**src/rtl/acao_noite.sv**
```systemverilog
// Night-action collector for a werewolf game: gathers wolf/doctor targets, resolves the kill, publishes the result.
// Latency: target registration 1 cycle after confirma; result valid 2 cycles after the fim_noite edge.
// Backpressure: none; every input is a single-cycle pulse sampled on the rising edge, extra pulses are dropped.
module acao_noite #(
    parameter int N_JOG = 5
) (
    input  logic             clock,
    input  logic             reset,
    input  logic             novo_jogo,
    input  logic             inicia,
    input  logic [2:0]       jogador,
    input  logic [1:0]       classe,
    input  logic             seleciona,
    input  logic             confirma,
    input  logic             fim_noite,
    output logic [2:0]       alvo_atual,
    output logic             acao_registrada,
    output logic [2:0]       alvo_lobo,
    output logic [2:0]       alvo_medico,
    output logic             lobo_valido,
    output logic             medico_valido,
    output logic [2:0]       morto,
    output logic             houve_morte,
    output logic [N_JOG-1:0] vivos,
    output logic             pronto,
    output logic [1:0]       db_estado
);

    typedef enum logic [1:0] {
        OCIOSO  = 2'd0,
        COLETA  = 2'd1,
        RESOLVE = 2'd2,
        PUBLICA = 2'd3
    } estado_t;

    localparam logic [2:0] NINGUEM     = 3'b111;
    localparam logic [1:0] CLASSE_LOBO = 2'b01;
    localparam logic [1:0] CLASSE_MED  = 2'b10;

    estado_t    estado;
    estado_t    prox_estado;
    logic [2:0] menor_vivo;
    logic [2:0] prox_vivo;
    logic [3:0] cand;
    logic       achou;
    logic       confirma_ok;
    logic       mata;

    // Lowest alive index; falls back to 0 when nobody is alive.
    always_comb begin
        menor_vivo = 3'd0;
        for (int i = N_JOG - 1; i >= 0; i--) begin
            if (vivos[i]) menor_vivo = 3'(i);
        end
    end

    // Next alive index strictly after alvo_atual, wrapping; unchanged if no other player is alive.
    always_comb begin
        prox_vivo = alvo_atual;
        achou     = 1'b0;
        cand      = 4'd0;
        for (int k = 1; k < N_JOG; k++) begin
            cand = {1'b0, alvo_atual} + 4'(k);
            if (cand >= 4'(N_JOG)) cand = cand - 4'(N_JOG);
            if (!achou && vivos[cand[2:0]]) begin
                prox_vivo = cand[2:0];
                achou     = 1'b1;
            end
        end
    end

    // Qualified confirm and the kill decision used in RESOLVE.
    always_comb begin
        confirma_ok = confirma && ({1'b0, jogador} < 4'(N_JOG));
        mata        = lobo_valido && vivos[alvo_lobo]
                      && !(medico_valido && (alvo_medico == alvo_lobo));
    end

    // State register.
    always_ff @(posedge clock or posedge reset) begin
        if (reset) estado <= OCIOSO;
        else       estado <= prox_estado;
    end

    // Next-state logic: inicia restarts collection from any state.
    always_comb begin
        prox_estado = estado;
        if (inicia) begin
            prox_estado = COLETA;
        end else begin
            case (estado)
                COLETA:  if (fim_noite) prox_estado = RESOLVE;
                RESOLVE: prox_estado = PUBLICA;
                default: prox_estado = estado;
            endcase
        end
    end

    // State-decoded outputs.
    always_comb begin
        db_estado = estado;
        pronto    = (estado == PUBLICA);
    end

    // Datapath: candidate target, registered actions, and night result.
    always_ff @(posedge clock or posedge reset) begin
        if (reset) begin
            alvo_atual      <= 3'd0;
            acao_registrada <= 1'b0;
            alvo_lobo       <= 3'd0;
            alvo_medico     <= 3'd0;
            lobo_valido     <= 1'b0;
            medico_valido   <= 1'b0;
            morto           <= NINGUEM;
            houve_morte     <= 1'b0;
            vivos           <= '1;
        end else begin
            acao_registrada <= 1'b0;
            if (inicia) begin
                lobo_valido   <= 1'b0;
                medico_valido <= 1'b0;
                houve_morte   <= 1'b0;
                morto         <= NINGUEM;
                alvo_atual    <= menor_vivo;
            end else begin
                case (estado)
                    OCIOSO: begin
                        if (novo_jogo) vivos <= '1;
                    end
                    COLETA: begin
                        // fim_noite wins; confirm wins over select and uses the pre-increment target.
                        if (fim_noite) begin
                            acao_registrada <= 1'b0;
                        end else if (confirma_ok) begin
                            acao_registrada <= 1'b1;
                            alvo_atual      <= menor_vivo;
                            if (classe == CLASSE_LOBO && !lobo_valido) begin
                                alvo_lobo   <= alvo_atual;
                                lobo_valido <= 1'b1;
                            end else if (classe == CLASSE_MED && !medico_valido) begin
                                alvo_medico   <= alvo_atual;
                                medico_valido <= 1'b1;
                            end
                        end else if (seleciona) begin
                            alvo_atual <= prox_vivo;
                        end
                    end
                    RESOLVE: begin
                        if (mata) begin
                            morto            <= alvo_lobo;
                            houve_morte      <= 1'b1;
                            vivos[alvo_lobo] <= 1'b0;
                        end else begin
                            morto       <= NINGUEM;
                            houve_morte <= 1'b0;
                        end
                    end
                    default: begin
                        houve_morte <= houve_morte;
                    end
                endcase
            end
        end
    end

endmodule

```
**config.mk**
```make
export PLATFORM = sky130hd
export DESIGN_NAME = acao_noite
export DESIGN_NICKNAME = d
export VERILOG_FILES = /design/src/rtl/acao_noite.sv
export SDC_FILE = /design/constraint.sdc
export NUM_CORES = 1
export LEC_CHECK = 0
export CORE_MARGIN = 10
export CORE_UTILIZATION = 54
export DETAILED_ROUTE_END_ITERATION = 16
export GPL_TIMING_DRIVEN = 0
export PLACE_DENSITY_LB_ADDON = 0.2
export SLEW_MARGIN = 5
export SYNTH_ARGS = -nofsm -noshare
export SYNTH_HDL_FRONTEND = slang
export SYNTH_SLANG_ARGS = --single-unit
```
**constraint.sdc**
```tcl
create_clock -name clock -period 4.1 [get_ports clock]
set_input_delay 0.41 -clock clock [delete_from_list [all_inputs] [get_ports clock]]
set_output_delay 0.41 -clock clock [all_outputs]
set_load 0.05 [all_outputs]
```
# Yosys cells after proc, flatten, opt, wreduce, memory -nomap -nowiden
# Cells that the tools add are included.
totals:
  reg_bits: 23
  output_inout_bits: 24
  inputBits: 12
classes:
  bitwise_logic: 5
  n_addsub: 8
  mux: 60
  eq_ne: 11
  order_cmp: 11
  n_reduce_logical: 33
ops:
  columns: ["op", "n"]
  rows:
  - ["$mux 3", 21]
  - ["$mux 1", 27]
  - ["$lt 3x4->1 const B", 5]
  - ["$ge 4x3->1 const B", 4]
  - ["$bmux 1 s3", 5]
  - ["$reduce_and 4->1", 3]
  - ["$reduce_bool 2->1", 6]
  - ["$sub 3x3->3 const B", 4]
  - ["$logic_and 1x1->1", 10]
  - ["$mux 5", 2]
  - ["$pmux 5 s2", 1]
  - ["$reduce_and 5->1", 2]
  - ["$add 3x2->4 const B", 2]
  - ["$ne 2x2->1 const B", 4]
  - ["$eq 2x2->1 const B", 3]
  - ["$logic_not 1->1", 6]
  - ["$reduce_and 6->1", 1]
  - ["$reduce_bool 3->1", 2]
  - ["$reduce_bool 6->1", 1]
  - ["$and 5x5->5", 1]
  - ["$not 5->5", 1]
  - ["$add 3x1->4 const B", 1]
  - ["$add 3x3->4 const B", 1]
  - ["$eq 2x1->1 const B", 2]
  - ["other kinds (10)", 13]

# Logic depth before layout (Yosys ltp)
logic_depth:
  ltp_word: 20
  depth_mapped: 13

# Worst setup path before layout
# Ideal clock, no wire load.
synth_timing:
  path_kind: "register to register"
  start: "reg alvo_atual[0]"
  end: "reg alvo_atual[0]"
  stages_incl_launch_ff: 14
  synth_period_minus_slack_ps: 3174
  path_slack_ps: 926
  path_buffers: 1
  arrival_ps: 3079
  setup_time_ps: 95
  t_required_ps: 4005
  cell_sequence: "dfrtp_1 > inv_1 > buf_4 > ha_1 > inv_1 > fa_1 > o21ba_2 > nor2_1 > a22o_1 > a211o_4 > nor2b_4 > a311o_2 > mux2i_1 > o31ai_1"
synth_between:
  elab_chain_len: 20
synth_lines:
  columns: ["element", "line", "text"]
  rows:
  - ["start, declared", "16", "output logic [2:0] alvo_atual,"]
  - ["start signal, assigned", "124", "alvo_atual <= menor_vivo;"]
  - ["start signal, assigned", "136", "alvo_atual <= menor_vivo;"]
  - ["start signal, assigned", "145", "alvo_atual <= prox_vivo;"]
  - ["$add 3x1->4", "63", "cand = {1'b0, alvo_atual} + 4'(k);"]
  - ["$ge 4x3->1 or $sub 3x3->3 (tied branches)", "64", "if (cand >= 4'(N_JOG)) cand = cand - 4'(N_JOG);"]
  - ["$mux 3", "64", null]
  - ["$bmux 1 s3", "65", "if (!achou && vivos[cand[2:0]]) begin"]
  - ["$mux 1 (not written as such)", "65", null]
  - ["$mux 1", "65", null]
  - ["$logic_not 1->1", "65", null]
  - ["$logic_and 1x1->1", "65", null]
  - ["[4 not listed]", null, null]
  - ["$logic_not 1->1", "65", null]
  - ["$logic_and 1x1->1", "65", null]
  - ["$mux 3", "65", null]
  - ["$mux 3", "144", "end else if (seleciona) begin"]
  - ["$mux 3", "134", "end else if (confirma_ok) begin"]
  - ["$mux 3", "132", "if (fim_noite) begin"]
  - ["$mux 3", "126", "case (estado)"]
  - ["$mux 3", "119", "if (inicia) begin"]
# Several ways; a longest one is shown, not always the timed one. The select of a mux whose other input is x is not followed.
# A chain may end at the register's enable or synchronous reset.

# Worst setup path in the final report
layout_timing:
  start: "reg alvo_atual[0]"
  end: "reg alvo_atual[1]"
# Same word-level chain as after synthesis.

==> summary.txt <==
Status
  • Outcome: completed

Worst setup path
  • CP Launch Type: register
  • CP required: 4250 ps
  • Top Family by Delay on Critical Path: compound AO/OA/AOI/OAI gates
  • Worst setup EP type: register
  • CP max FO: 11
  • Worst-path cell chain: inv_1 > buf_4 > ha_1 > clkbuf_1 > buf_2 > nand2_1 > o21ai_1 > mux2i_1 > a32oi_1 > nor3b_1 > a31oi_2 > mux2i_1 > o21ai_1
  • Slowest-stage cell, CP: dfrtp_1
  • Slowest stage delay, CP: just under 600 ps
  • Worst Path Buf+Inv: 4
  • R2R cell count: 13
  • Critical Path AT: between 3000 and 4000 ps
  • RR Startpoint: alvo_atual[0]$_DFFE_PP0P_
  • FF-to-FF setup slack: 630 ps
  • Crit Path Category: register to register
  • Worst r2r dst: alvo_atual[1]$_DFFE_PP0P_

Timing
  • WHS: 518 ps
  • Setup TNS: 0 ps
  • Hold Fails Final Rpt: 0
  • Pins over their slew limit: 0
  • Fin crit period: approximately 3500 ps
  • Final number of setup-violating endpoints: 0
  • RSZ-0062 raised after global routing: false
  • Max Clock Freq: 0.288 GHz
  • Ratio of final minimum period to clock period: between 80% and 90%
  • Slew @ Worst Pin: 881 ps
  • Clk_skew: 1.88 ps
  • Slew headroom: about 40%

Clocking
  • Worst-path clk slew: 90 ps
  • Sink Count: 23
  • Post-CTS Resized: 0
  • CTS Root Cell: clkbuf_8
  • Max Root-Sink Buffers: 2
  • H-tree Lvls: 1
  • CTS tree: done
  • Hold buffers post-CTS: 0
  • TritonCTS buffer count: 3
  • Worst-Skew Late Latency: 260 ps
  • Setup bufs post-CTS: 0

Route
  • Routed Antenna Nets: 0
  • Vias post-DR: 1945
  • WL/cell: 17.1 µm
  • DRT Wirelength: about 5.5 mm
  • DRC Markers: 0
  • Iter 0 DRT Violations: 257
  • Via density: 6.02
  • DR pass1 iterations: 5

Synth
  • Syn_nets: roughly 260
  • Gate Count Post-Synth: 236
  • Register area share after synthesis: 28.1%
  • Async set-reset flop share out of synthesis: 100%
  • Count of cell types in the netlist: 66
  • Primary FF master, synth: dfrtp_1
  • YS warnings: 0
  • Mapped Avg Cell Area: ~8.8 µm²
  • Number of flops mapped to enable cells by yosys: 0
  • Mapped cell area: roughly 2100 µm²
  • Yosys reg bits: 23

Die
  • Die Span Y: 82.1 µm
  • Chip width: between 80 and 90 µm
  • I/O pin count: 36
  • Core Area: 3690 µm²
  • FP Rows: 22
  • Full die area: 6750 µm²
  • Initial core utilization: ~57%

GRT
  • Initial antenna violation count: 0
  • Vias in the first global route: 1902
  • Largest net degree at the start of global routing: 24
  • Grt ovf: 0
  • GRT Overall Usage: 17.0%
  • First-pass GRT wire length: 9.23 mm

Placement
  • Gpl congestion: 0.905
  • Number of port buffers: 35
  • Hpwl dp: 4.20 mm

Flow run
  • Max-Cap Viols: 0

Worst hold path
  • Hold Path End: morto[0]$_DFFE_PP1P_
  • Worst hold path class: register to register
  • HP Start: morto[0]$_DFFE_PP1P_
  • Hold Path Cell Cnt: 1

Power
  • Lkg Pwr: 1.00 nW
  • Pwr dens: 927 nW/µm²
  • IR drop worst, VDD: 372 µV

Cells and area
  • Final nets: between 200 and 300
  • Antenna Cells: 0
  • Share of cells above drive strength 1: 14.2%
  • Area Overhead vs Synth: 22.0%
  • Total of fill cells in the finished design: 306
placed cells by master (no fill, tap or decap), types with 3 or more instances in the layout:
| master | count |
|---|---|
| o22a_1 | 3 |
| nor3b_1 | 5 |
| o21ai_1 | 3 |
| clkbuf_8 | 3 |
| clkbuf_1 | 9 |
| o21ai_0 | 15 |
| mux2i_1 | 13 |
| nor3_1 | 7 |
| xnor2_1 | 7 |
| dfrtp_1 | 15 |
| nand3_1 | 6 |
| clkdlybuf4s50_1 | 35 |
| nor2_1 | 16 |
| ha_1 | 7 |
| dfstp_2 | 8 |
| a21oi_1 | 8 |
| buf_4 | 3 |
| nand3b_1 | 4 |
| mux4_2 | 3 |
| nand2_1 | 20 |
| inv_1 | 9 |
| nor2b_1 | 6 |
| a21o_1 | 8 |
| a31oi_1 | 4 |
logic make-up (layout without fill, tap and decap cells):
family	Yosys count	in the layout	share of synthesized area [%]
buf+inv	26	65	6.06
fa+ha+maj	8	8	5.16
compound gates	67	67	23.8
simple gates	88	88	24.0
mux	17	17	10.0
flops	23	23	28.1
xor+xnor	7	7	2.94
cell usage after synthesis, drive strengths merged (2+ instances only):
library cell,number,area (µm²)
xnor2,7,61.3
nor3b,5,37.5
nand4,2,12.5
o31ai,3,27.5
nand3,6,30.0
nand3b,4,30.0
buf,7,55.1
or3,2,12.5
a31oi,5,37.5
o21a,3,23.8
dfrtp,15,375
inv,10,37.5
or2,3,18.8
a21o,8,60.1
clkbuf,9,33.8
nand2,20,75.1
nor2b,7,51.3
and4,3,27.5
o21ai,18,90.1
nor4b,2,17.5
nor3,7,35.0
mux2i,13,130
o22a,3,26.3
nand2b,2,12.5
mux4,3,67.6
a211o,3,36.3
a21oi,9,56.3
a211oi,3,27.5
nor4,3,33.8
and3,2,12.5
dfstp,8,210
nor2,16,60.1
ha,7,87.6
stage by stage:
stage / setup slack, ps / power [mW] / utilization, % / cell area, µm² / cells
2_1_floorplan: 926 / 1.78 / - / 2080 / 236
3_3_place_gp: 750 / 2.16 / 67.6 / 2490 / 319
3_5_place_dp: 687 / 2.19 / 67.6 / 2490 / 319
4_1_cts: 694 / 2.34 / 69.0 / 2540 / 323
5_1_grt: 411 / 2.54 / 69.0 / 2540 / 323
6_report: 631 / 2.36 / 69.0 / 2540 / 323
metal layers:
layer  wire [µm]  global-route usage (%)  up-vias
li1            -                       -      944
met1        2440                    22.5      916
met2        2520                    27.0       77
met3         485                    4.75        8
met4          77                    3.57        0
met5           0                       0        -
registers in the layout, summed over array words and instances, names as in the netlist:
signal and cells:
alvo_atual 3, alvo_medico 3, vivos 5, alvo_lobo 3, acao_registrada 1, houve_morte 1, medico_valido 1, lobo_valido 1
morto 3, db_estado 2
worst max-delay path by stage:
stage | slack [ps] | end | cells past startpoint | start
after global routing | 410 | alvo_atual[1]$_DFFE_PP0P_ | 13 | alvo_atual[0]$_DFFE_PP0P_
after global placement | 750 | alvo_atual[0]$_DFFE_PP0P_ | 13 | alvo_atual[0]$_DFFE_PP0P_
after detailed placement | 690 | alvo_atual[0]$_DFFE_PP0P_ | 13 | alvo_atual[0]$_DFFE_PP0P_
after CTS | 690 | alvo_atual[1]$_DFFE_PP0P_ | 13 | alvo_atual[0]$_DFFE_PP0P_
final | 630 | alvo_atual[1]$_DFFE_PP0P_ | 13 | alvo_atual[0]$_DFFE_PP0P_
after floorplan | 930 | alvo_atual[0]$_DFFE_PP0P_ | 13 | alvo_atual[0]$_DFFE_PP0P_
cell type report:
cell class / count / area [µm²] / share of cell area, %
multi-input cells: 187 / 1370 / 54.0
flip-flops and latches: 23 / 586 / 23.0
repair buffers: 35 / 350 / 13.8
plain buffers: 16 / 88.8 / 3.49
well taps: 48 / 60.1 / 2.36
clock buffers: 3 / 41.3 / 1.62
inverters: 10 / 37.5 / 1.48
clock inverters: 1 / 7.51 / 0.295
where the power goes:
| group | leakage, nW | total [mW] | internal [mW] | switching [mW] |
|---|---|---|---|---|
| Sequential | 0.283 | 0.356 | 0.283 | 0.0733 |
| Clock | 0.0217 | 0.147 | 0.0688 | 0.0782 |
| Combinational | 0.699 | 1.86 | 0.767 | 1.09 |
Note: power is estimated with default switching activity, not from simulation.
